**src/rtl/psum_drain_pkg.sv**
```systemverilog
// psum_drain_pkg: shared definitions for the partial-sum accumulate/drain block.
//   - state_t     : FSM state encoding (IDLE=0, ACCUM=1, DRAIN=2)
//   - DEF_WIDTH   : default result word width
//   - DEF_ROW/COL : default systolic array dimensions
//   - TC_W        : width of the tile counter
//   - sat_inc_tc  : saturating increment used by the tile counter
package psum_drain_pkg;

  typedef enum logic [1:0] {
    ST_IDLE  = 2'd0,
    ST_ACCUM = 2'd1,
    ST_DRAIN = 2'd2
  } state_t;

  localparam int DEF_WIDTH = 32;
  localparam int DEF_ROW   = 4;
  localparam int DEF_COL   = 4;
  localparam int TC_W      = 8;

  // Increment that sticks at all-ones instead of wrapping.
  function automatic logic [TC_W-1:0] sat_inc_tc(input logic [TC_W-1:0] v);
    if (v == {TC_W{1'b1}}) begin
      sat_inc_tc = v;
    end else begin
      sat_inc_tc = v + {{(TC_W-1){1'b0}}, 1'b1};
    end
  endfunction

endpackage

```
**src/rtl/psum_bank.sv**
```systemverilog
// psum_bank: N x WIDTH accumulator register array.
// Ports:
//   i_clk, i_rst   : clock, synchronous active-high reset (clears all words)
//   i_clear        : clear all words to zero
//   i_load         : parallel load of every word from i_data
//   i_data         : N packed words, word j at [(j+1)*WIDTH-1 : j*WIDTH]
//   i_rd_idx       : index for the single read port
//   o_rd_data      : word at i_rd_idx
//   o_acc          : all N words, same packing as i_data
// Clear has priority over load.
module psum_bank #(
  parameter int WIDTH = 32,
  parameter int N     = 16,
  parameter int IW    = 4
) (
  input  logic               i_clk,
  input  logic               i_rst,
  input  logic               i_clear,
  input  logic               i_load,
  input  logic [N*WIDTH-1:0] i_data,
  input  logic [IW-1:0]      i_rd_idx,
  output logic [WIDTH-1:0]   o_rd_data,
  output logic [N*WIDTH-1:0] o_acc
);

  logic [WIDTH-1:0] r_acc [N];

  // Accumulator storage: reset/clear to zero, otherwise parallel load or hold.
  always_ff @(posedge i_clk) begin
    if (i_rst || i_clear) begin
      for (int j = 0; j < N; j++) begin
        r_acc[j] <= {WIDTH{1'b0}};
      end
    end else if (i_load) begin
      for (int j = 0; j < N; j++) begin
        r_acc[j] <= i_data[j*WIDTH +: WIDTH];
      end
    end else begin
      for (int j = 0; j < N; j++) begin
        r_acc[j] <= r_acc[j];
      end
    end
  end

  genvar g;
  generate
    for (g = 0; g < N; g++) begin : g_pack
      assign o_acc[g*WIDTH +: WIDTH] = r_acc[g];
    end
  endgenerate

  assign o_rd_data = r_acc[i_rd_idx];

endmodule

```
**src/rtl/psum_drain.sv**
```systemverilog
// psum_drain: captures summed systolic tile results into an accumulator bank
// and drains the final values one word per cycle over a valid/ready port.
// Ports:
//   i_clk, i_rst     : clock, synchronous active-high reset
//   i_start          : begin (or restart) an accumulation job
//   i_tile_done      : i_tile_result valid this cycle
//   i_last_tile      : qualifies i_tile_done as the final tile of the job
//   i_tile_result    : N packed summed words
//   o_acc_out        : accumulator array fed back to the datapath
//   o_out_valid/i_out_ready/o_out_data/o_out_index/o_out_last : drain port
//   o_busy           : high in ACCUM and DRAIN
//   o_tile_count     : tiles captured in the current job (saturating)
//   o_overrun        : sticky flag, tile_done seen outside ACCUM
module psum_drain
  import psum_drain_pkg::*;
#(
  parameter int WIDTH = DEF_WIDTH,
  parameter int ROW   = DEF_ROW,
  parameter int COL   = DEF_COL,
  localparam int N    = ROW * COL,
  localparam int IW   = (N > 1) ? $clog2(N) : 1
) (
  input  logic               i_clk,
  input  logic               i_rst,
  input  logic               i_start,
  input  logic               i_tile_done,
  input  logic               i_last_tile,
  input  logic [N*WIDTH-1:0] i_tile_result,
  output logic [N*WIDTH-1:0] o_acc_out,
  output logic               o_out_valid,
  input  logic               i_out_ready,
  output logic [WIDTH-1:0]   o_out_data,
  output logic [IW-1:0]      o_out_index,
  output logic               o_out_last,
  output logic               o_busy,
  output logic [TC_W-1:0]    o_tile_count,
  output logic               o_overrun
);

  localparam logic [IW-1:0] LAST_IDX = IW'(N - 1);

  state_t            r_state;
  logic [IW-1:0]     r_index;
  logic [TC_W-1:0]   r_tile_count;
  logic              r_overrun;
  logic              r_out_valid;
  logic              r_busy;

  logic              w_clear;
  logic              w_load;
  logic              w_xfer;

  // Bank control: start clears in IDLE/ACCUM (clear beats a same-cycle tile);
  // a tile is loaded only in ACCUM without start.
  always_comb begin
    w_clear = 1'b0;
    w_load  = 1'b0;
    case (r_state)
      ST_IDLE: begin
        w_clear = i_start;
      end
      ST_ACCUM: begin
        if (i_start) begin
          w_clear = 1'b1;
        end else begin
          w_load = i_tile_done;
        end
      end
      default: begin
        w_clear = 1'b0;
        w_load  = 1'b0;
      end
    endcase
  end

  assign w_xfer = r_out_valid & i_out_ready;

  // Control FSM with drain counter; outputs are registered alongside state.
  always_ff @(posedge i_clk) begin
    if (i_rst) begin
      r_state      <= ST_IDLE;
      r_index      <= {IW{1'b0}};
      r_tile_count <= {TC_W{1'b0}};
      r_overrun    <= 1'b0;
      r_out_valid  <= 1'b0;
      r_busy       <= 1'b0;
    end else begin
      case (r_state)
        ST_IDLE: begin
          if (i_start) begin
            r_state      <= ST_ACCUM;
            r_tile_count <= {TC_W{1'b0}};
            r_overrun    <= 1'b0;
            r_busy       <= 1'b1;
          end else if (i_tile_done) begin
            r_overrun <= 1'b1;
          end else begin
            r_state <= ST_IDLE;
          end
        end
        ST_ACCUM: begin
          if (i_start) begin
            r_tile_count <= {TC_W{1'b0}};
          end else if (i_tile_done) begin
            r_tile_count <= sat_inc_tc(r_tile_count);
            if (i_last_tile) begin
              r_state     <= ST_DRAIN;
              r_index     <= {IW{1'b0}};
              r_out_valid <= 1'b1;
            end else begin
              r_state <= ST_ACCUM;
            end
          end else begin
            r_state <= ST_ACCUM;
          end
        end
        ST_DRAIN: begin
          // start is deliberately ignored here; stray tiles flag overrun.
          if (i_tile_done) begin
            r_overrun <= 1'b1;
          end else begin
            r_overrun <= r_overrun;
          end
          if (w_xfer) begin
            if (r_index == LAST_IDX) begin
              r_state     <= ST_IDLE;
              r_index     <= {IW{1'b0}};
              r_out_valid <= 1'b0;
              r_busy      <= 1'b0;
            end else begin
              r_index <= r_index + {{(IW-1){1'b0}}, 1'b1};
            end
          end else begin
            r_index <= r_index;
          end
        end
        default: begin
          r_state     <= ST_IDLE;
          r_index     <= {IW{1'b0}};
          r_out_valid <= 1'b0;
          r_busy      <= 1'b0;
        end
      endcase
    end
  end

  psum_bank #(
    .WIDTH (WIDTH),
    .N     (N),
    .IW    (IW)
  ) u_bank (
    .i_clk     (i_clk),
    .i_rst     (i_rst),
    .i_clear   (w_clear),
    .i_load    (w_load),
    .i_data    (i_tile_result),
    .i_rd_idx  (r_index),
    .o_rd_data (o_out_data),
    .o_acc     (o_acc_out)
  );

  // Index and bank contents are frozen during a stall, so data stays stable.
  assign o_out_valid  = r_out_valid;
  assign o_out_index  = r_index;
  assign o_out_last   = r_out_valid & (r_index == LAST_IDX);
  assign o_busy       = r_busy;
  assign o_tile_count = r_tile_count;
  assign o_overrun    = r_overrun;

endmodule

```
**config.mk**
```make
export PLATFORM = sky130hd
export DESIGN_NAME = psum_drain
export DESIGN_NICKNAME = d
export VERILOG_FILES = /design/src/rtl/psum_drain_pkg.sv /design/src/rtl/psum_bank.sv /design/src/rtl/psum_drain.sv
export SDC_FILE = /design/constraint.sdc
export NUM_CORES = 1
export LEC_CHECK = 0
export ABC_AREA = 1
export ABC_CLOCK_PERIOD_IN_PS = 49500
export CORE_AREA = 2 2 417 419
export DETAILED_ROUTE_END_ITERATION = 16
export DIE_AREA = 0 0 419 421
export REMOVE_ABC_BUFFERS = 1
export SYNTH_ARGS = -nofsm -noshare
export SYNTH_HDL_FRONTEND = slang
export SYNTH_SLANG_ARGS = --single-unit
```
**constraint.sdc**
```tcl
create_clock -name i_clk -period 49.5 [get_ports i_clk]
set_input_delay 9.9 -clock i_clk [delete_from_list [all_inputs] [get_ports i_clk]]
set_output_delay 9.9 -clock i_clk [all_outputs]
set_load 0.01 [all_outputs]
```
==> impl_results.md, run 1 <==
* Critical Path Fanout Max at 63
* First-pass GRT wire length at 196000 µm
* Worst R2R Setup Slack at 44.58 ns
* Rows at 153
* PwrDens at 30.8 nW/µm²
* Core box area at 172000 µm²
* Post-synth cell types at 25
* Final setup fails at 0
* CP delay by family, top: buffers and inverters
* Min-Delay Path Class: reg2reg
* Register area share after synthesis at 0.604
* Vias at 24300
* MaxCap Viol Count at 0
* #FFs+latches synth at 533
* Post-CTS Hold Fix Bufs at 0
* Die H at 421 µm
* Final min period at 14.53 ns
* Initial cell density of the core at 0.152
* Synthesized area at 26200 µm²
* Reg clk slew, reported paths at 0.06 ns
* DR vias/cell at 3.86
* Synth top cells by count: inv_1 (794), nor2_1 (548), edfxtp_1 (512)
* NumNets Final at 4410
* Slew HR at 0.108
* Setup Buffers After CTS at 0
* Worst slew pin tran at 1.34 ns
* Most common cell in the netlist: inv_1
* Syn. warnings at 0
* Worst-path cell chain: clkdlybuf4s50_1 -> inv_2 -> nand2_4 -> o21bai_4 -> buf_4 -> buf_4 -> buf_4 -> buf_4
* CP max-delay cell: buf_4
* Clock sink count at 533
* Critical path required time at 49.80 ns
* HPWL after DPL at 115000 µm
* Iter 0 DRT Violations at 1931
* Status: finished, final reports clean
* GRT Overall Usage at 0.162
* Post-synth top area share at 0.588
* Share of layout cells above drive strength 1 at 0.0378
* Layout Skew at 0.0288 ns
* Synth Flop Type: edfxtp_1
* Async set-reset flop share out of synthesis at 0
* Final hold viol count at 0
* EDFF count, synth at 512
* Startpoint class of the critical path: input port
* Worst EP arrival at 14.83 ns
* Worst-skew pair later-pin latency at 0.67 ns
* Residual DRC count at 0
* Final setup TNS at 0 ns
* Wire per inst at 23.8 µm
* Crit path top cell by count: buf_4
* Fmax achieved at 68.8 MHz
* Post-CTS resize count at 0
* Antenna Nets Post-Route at 0
* CP Capture Type: flip-flop
* Pre-Repair DR Iteration Count at 5
* Leakage at 0.0169 µW
* Num CTS Buffers at 74
* Antenna violations before repair at 35
* Worst Setup Path Type: in2reg
* Total grt overflow at 0
* Worst slack at placement at 34.24 ns
* CP Buf/Inv Count at 6
* CTS tree: built
* Final WL at 149000 µm
* Root buf cell: clkbuf_16
* Leading area contributor after synthesis: edfxtp_1
* Vias in the first global route at 23300
* Area grow syn2layout at 58.8%
* Worst setup margin at 34.97 ns
* Chip width at 419 µm
* Final period utilization at 0.294
* I/O pins at 1078
* Max Slew Vio Count at 0
* RSZ-0062 raised after global routing: false
* Largest stage delay on the critical path at 0.83 ns
* Maximum vdd drop at 0.0000248 V
* Largest net degree at the start of global routing at 183
* Mapped Cells at 2871
* Die Area at 176000 µm²
* Routability congestion estimate at 0.925
* # port buffers at 1077
* H-tree Lvls at 3
* Largest cells by area after synthesis: edfxtp_1 (59%), inv_1 (11%), nor2_1 (7.9%)
* Clk buf depth at 3
* Synth Area per Inst at 9.11 µm²
* Final hold slack at 0.518 ns
-- flip-flops by register name, summed over array words and instances (netlist names), named ones only --
| signal | cells |
|---|---|
| o_overrun | 1 |
| r_state | 2 |
| o_out_index | 4 |
| u_bank.r_acc | 512 |
| o_out_valid | 1 |
| o_busy | 1 |
| o_tile_count | 8 |
-- cell usage in the layout (no fill, tap or decap), drive strengths merged --
cell type,Yosys,layout
nand2,290,290
buf,128,30
nand3b,1,1
edfxtp,512,512
a21oi,48,48
a21boi,1,1
o211ai,215,215
nand4,1,1
ha,2,2
nand3,213,213
nor2,548,548
o21ai,52,52
nor3,2,2
o21bai,2,2
clkinv,0,27
dfxtp,21,21
bufinv,0,3
inv,799,805
clkinvlp,0,6
diode,0,17
clkbuf,36,87
clkdlybuf4s50,0,1077
-- per-stage QoR --
stage,cells,util,instance area [µm²],power [µW]
floorplan,2707,-,25200,630
global placement,6139,0.227,39200,760
detailed placement,6139,0.227,39200,759
CTS,6268,0.241,41500,1300
global route,6283,0.241,41500,1320
finish,6285,0.241,41500,1280
-- layer usage --
layer,routed length (µm),track usage
met5,0,0
met4,4890,0.0575
met3,15300,0.0619
met2,72300,0.271
met1,56900,0.188
-- path summary, 6_finish.rpt --
kind	start	to	cells past startpoint
worst min-delay path	o_busy	o_busy	2
worst max register to register	r_state[0]	u_bank.r_acc[4][11]	8
worst max-delay path	i_rst	u_bank.r_acc[4][11]	8
worst min register to register	o_busy	o_busy	2
-- tightest hold or removal path, stage by stage (launching register included) --
cell,delay [ns]
dfxtp_1,0.34
a21oi_1,0.07
nor2_1,0.07
-- cells by family (layout without fill, tap and decap cells) --
kind of cell,after synthesis,after routing,share of synthesized area
other,0,17,0
AND/OR/NAND/NOR,1055,1055,0.162
adder cells (fa/ha/maj),2,2,0.000956
buffers and inverters,963,2035,0.151
flip-flops,533,533,0.604
AO/OA/AOI/OAI,318,318,0.0818
-- area by class of cell --
type | instances | area (µm²)
fillers | 18700 | 131000
repair buffers | 1107 | 11000
clock buffers | 87 | 1940
flip-flops and latches | 533 | 15800
clock inverters | 42 | 343
diodes | 17 | 42.5
inverters | 799 | 3010
well taps | 2325 | 2910
multi-input cells | 1375 | 6430
-- where the power goes --
group	leakage, µW	internal (µW)	switching [µW]
clock network	0.00110	297	231
logic	0.00990	98.8	95.2
registers	0.00587	528	27.8
total	0.0169	924	354
Note: power is estimated with default switching activity, not from simulation.
==> run 2: changes to the inputs <==
Settings changed: ABC_CLOCK_PERIOD_IN_PS 49500 to 12000.
Clock period 49.5 ns to 12 ns, I/O delays scaled along.
==> impl_results.md, run 2 (synthesized netlist as in run 1, its figures left out) <==
* Layout Skew at 0.0354 ns (was 0.0288 ns)
* Clk buf depth at 3 (unchanged)
* MaxCap Viol Count at 0 (unchanged)
* PwrDens at 128 nW/µm² (was 30.8 nW/µm²)
* Antenna Nets Post-Route at 0 (unchanged)
* Area grow syn2layout at 59.1% (was 58.8%)
* Maximum vdd drop at 0.000111 V (was 0.0000248 V)
* Chip width at 419 µm (unchanged)
* Cell Int Power at 3850 µW (was 924 µW)
* Startpoint class of the critical path: flip-flop (was input port)
* Wire per inst at 23.4 µm (was 23.8 µm)
* # port buffers at 1077 (unchanged)
* Most frequent cells in the layout: clkdlybuf4s50_1 (1077), inv_1 (793), nor2_1 (548), edfxtp_1 (512), nand2_1 (288) (unchanged)
* Switching power at 1460 µW (was 354 µW)
* RSZ-0062 raised after global routing: false (unchanged)
* Vias in the first global route at 23600 (was 23300)
* Final hold slack at 0.491 ns (was 0.518 ns)
* Setup Buffers After CTS at 0 (unchanged)
* Commonest non-fill, non-tap cell in the layout: clkdlybuf4s50_1 (unchanged)
* Final period utilization at 0.531
* Die H at 421 µm (unchanged)
* H-tree Lvls at 3 (unchanged)
* Pre-Repair DR Iteration Count at 5 (unchanged)
* Post-CTS Hold Fix Bufs at 0 (unchanged)
* Final setup TNS at 0 ns (unchanged)
* Largest net degree at the start of global routing at 189 (was 183)
* Vias at 24400 (was 24300)
* Worst EP arrival at 3.97 ns (was 14.83 ns)
* DR vias/cell at 3.88 (was 3.86)
* Clock sink count at 533 (unchanged)
* Reg clk slew, reported paths at 0.06 ns (about the same)
* Worst-skew pair later-pin latency at 0.71 ns (was 0.67 ns)
* Die Area at 176000 µm² (unchanged)
* Status: finished, final reports clean (unchanged)
* Max reg flops at 512 (unchanged)
* Root buf cell: clkbuf_16 (unchanged)
* Critical path required time at 9.60 ns (was 49.80 ns)
* Slew HR at 0.130 (was 0.108)
* Sw Share at 0.275 (was 0.277)
* Clock power frac at 0.418 (was 0.413)
* Post-CTS resize count at 0 (unchanged)
* Total grt overflow at 0 (unchanged)
* Antenna violations before repair at 37 (was 35)
* Biggest register: u_bank.r_acc (unchanged)
* Sequential share of power at 0.433 (was 0.435)
* CTS tree: built (unchanged)
* Final min period at 6.37 ns
* Worst Setup Path Type: reg2out (was in2reg)
* Num CTS Buffers at 72 (was 74)
* Iter 0 DRT Violations at 1978 (was 1931)
* Residual DRC count at 0 (unchanged)
* Routability congestion estimate at 0.947 (was 0.925)
* HPWL after DPL at 114000 µm (was 115000 µm)
* Initial cell density of the core at 0.152 (unchanged)
* I/O pins at 1078 (unchanged)
* Core box area at 172000 µm² (unchanged)
* Fill count at 18700 (about the same)
* Fmax achieved at 157 MHz
* Final setup fails at 0 (unchanged)
* Max Slew Vio Count at 0 (unchanged)
* Combinational share of power at 0.149 (was 0.152)
* Final WL at 147000 µm (was 149000 µm)
* Reg area at 15800 µm² (unchanged)
* Critical Path Fanout Max at 63 (unchanged)
* Share of layout cells above drive strength 1 at 0.0383 (was 0.0378)
* GRT Overall Usage at 0.161 (was 0.162)
* Worst slew pin tran at 1.30 ns (was 1.34 ns)
* NumNets Final at 4405 (was 4410)
* CP Capture Type: output port (was flip-flop)
* Leakage at 0.0169 µW (about the same)
* Final hold viol count at 0 (unchanged)
* Multi-input gate area at 6430 µm² (unchanged)
* Rows at 153 (unchanged)
* First-pass GRT wire length at 195000 µm (was 196000 µm)
* Fin util at 0.241 (about the same)
* Min-Delay Path Class: reg2reg (unchanged)
==> run 2: final cells by class <==
class	instances	area share
well taps	2325	0.0699
flip-flops and latches	533	0.380
clock buffers	84	0.0454
repair buffers	1104	0.265
multi-input cells	1375	0.155
inverters	799	0.0723
diodes	19	0.00114
clock inverters	49	0.0115
==> run 2: worst paths after layout <==
kind,cells after the start,slack (ns),endpoint,start
min reg2reg,2,0.49,o_busy,o_busy
min,2,0.49,o_busy,o_busy
max,7,5.63,o_out_data[19],flip-flop
max reg2reg,7,8.39,u_bank.r_acc[3][28],r_state[1]
==> run 2: worst max-delay path, cell delays in order (launching register included) <==
cell             delay, ns
dfxtp_4               0.59
buf_4                 0.53
buf_4                 0.71
o211ai_1              0.20
nand3_1               0.15
nand3_1               0.09
nand2_1               0.28
clkdlybuf4s50_1       0.61
==> run 2: metal layers <==
layer  up-vias  routed length (µm)  global-route usage
met3       226               14700              0.0574
met4         4                5370              0.0665
li1      11100                   -                   -
met2      1122               70500               0.264
met5         -                  25                   0
met1     11900               56800               0.190
==> run 2: power groups by stage <==
stage	sequential (µW)	combinational [µW]	clock, µW
floorplan	2420	175	0
global placement	2330	803	0
detailed placement	2330	803	0
CTS	2300	807	2290
global route	2310	850	2350
finish	2300	795	2220
==> run 2: metrics by stage <==
| step | setup slack (ns) | total power [µW] | instance area, µm² | instances |
|---|---|---|---|---|
| finish | 5.63 | 5320 | 41600 | 6288 |
| global route | 5.28 | 5510 | 41600 | 6284 |
| CTS | 5.32 | 5390 | 41600 | 6269 |
| detailed placement | 5.62 | 3140 | 39200 | 6136 |
| global placement | 5.67 | 3140 | 39200 | 6136 |
| floorplan | -15.63 | 2600 | 25200 | 2707 |
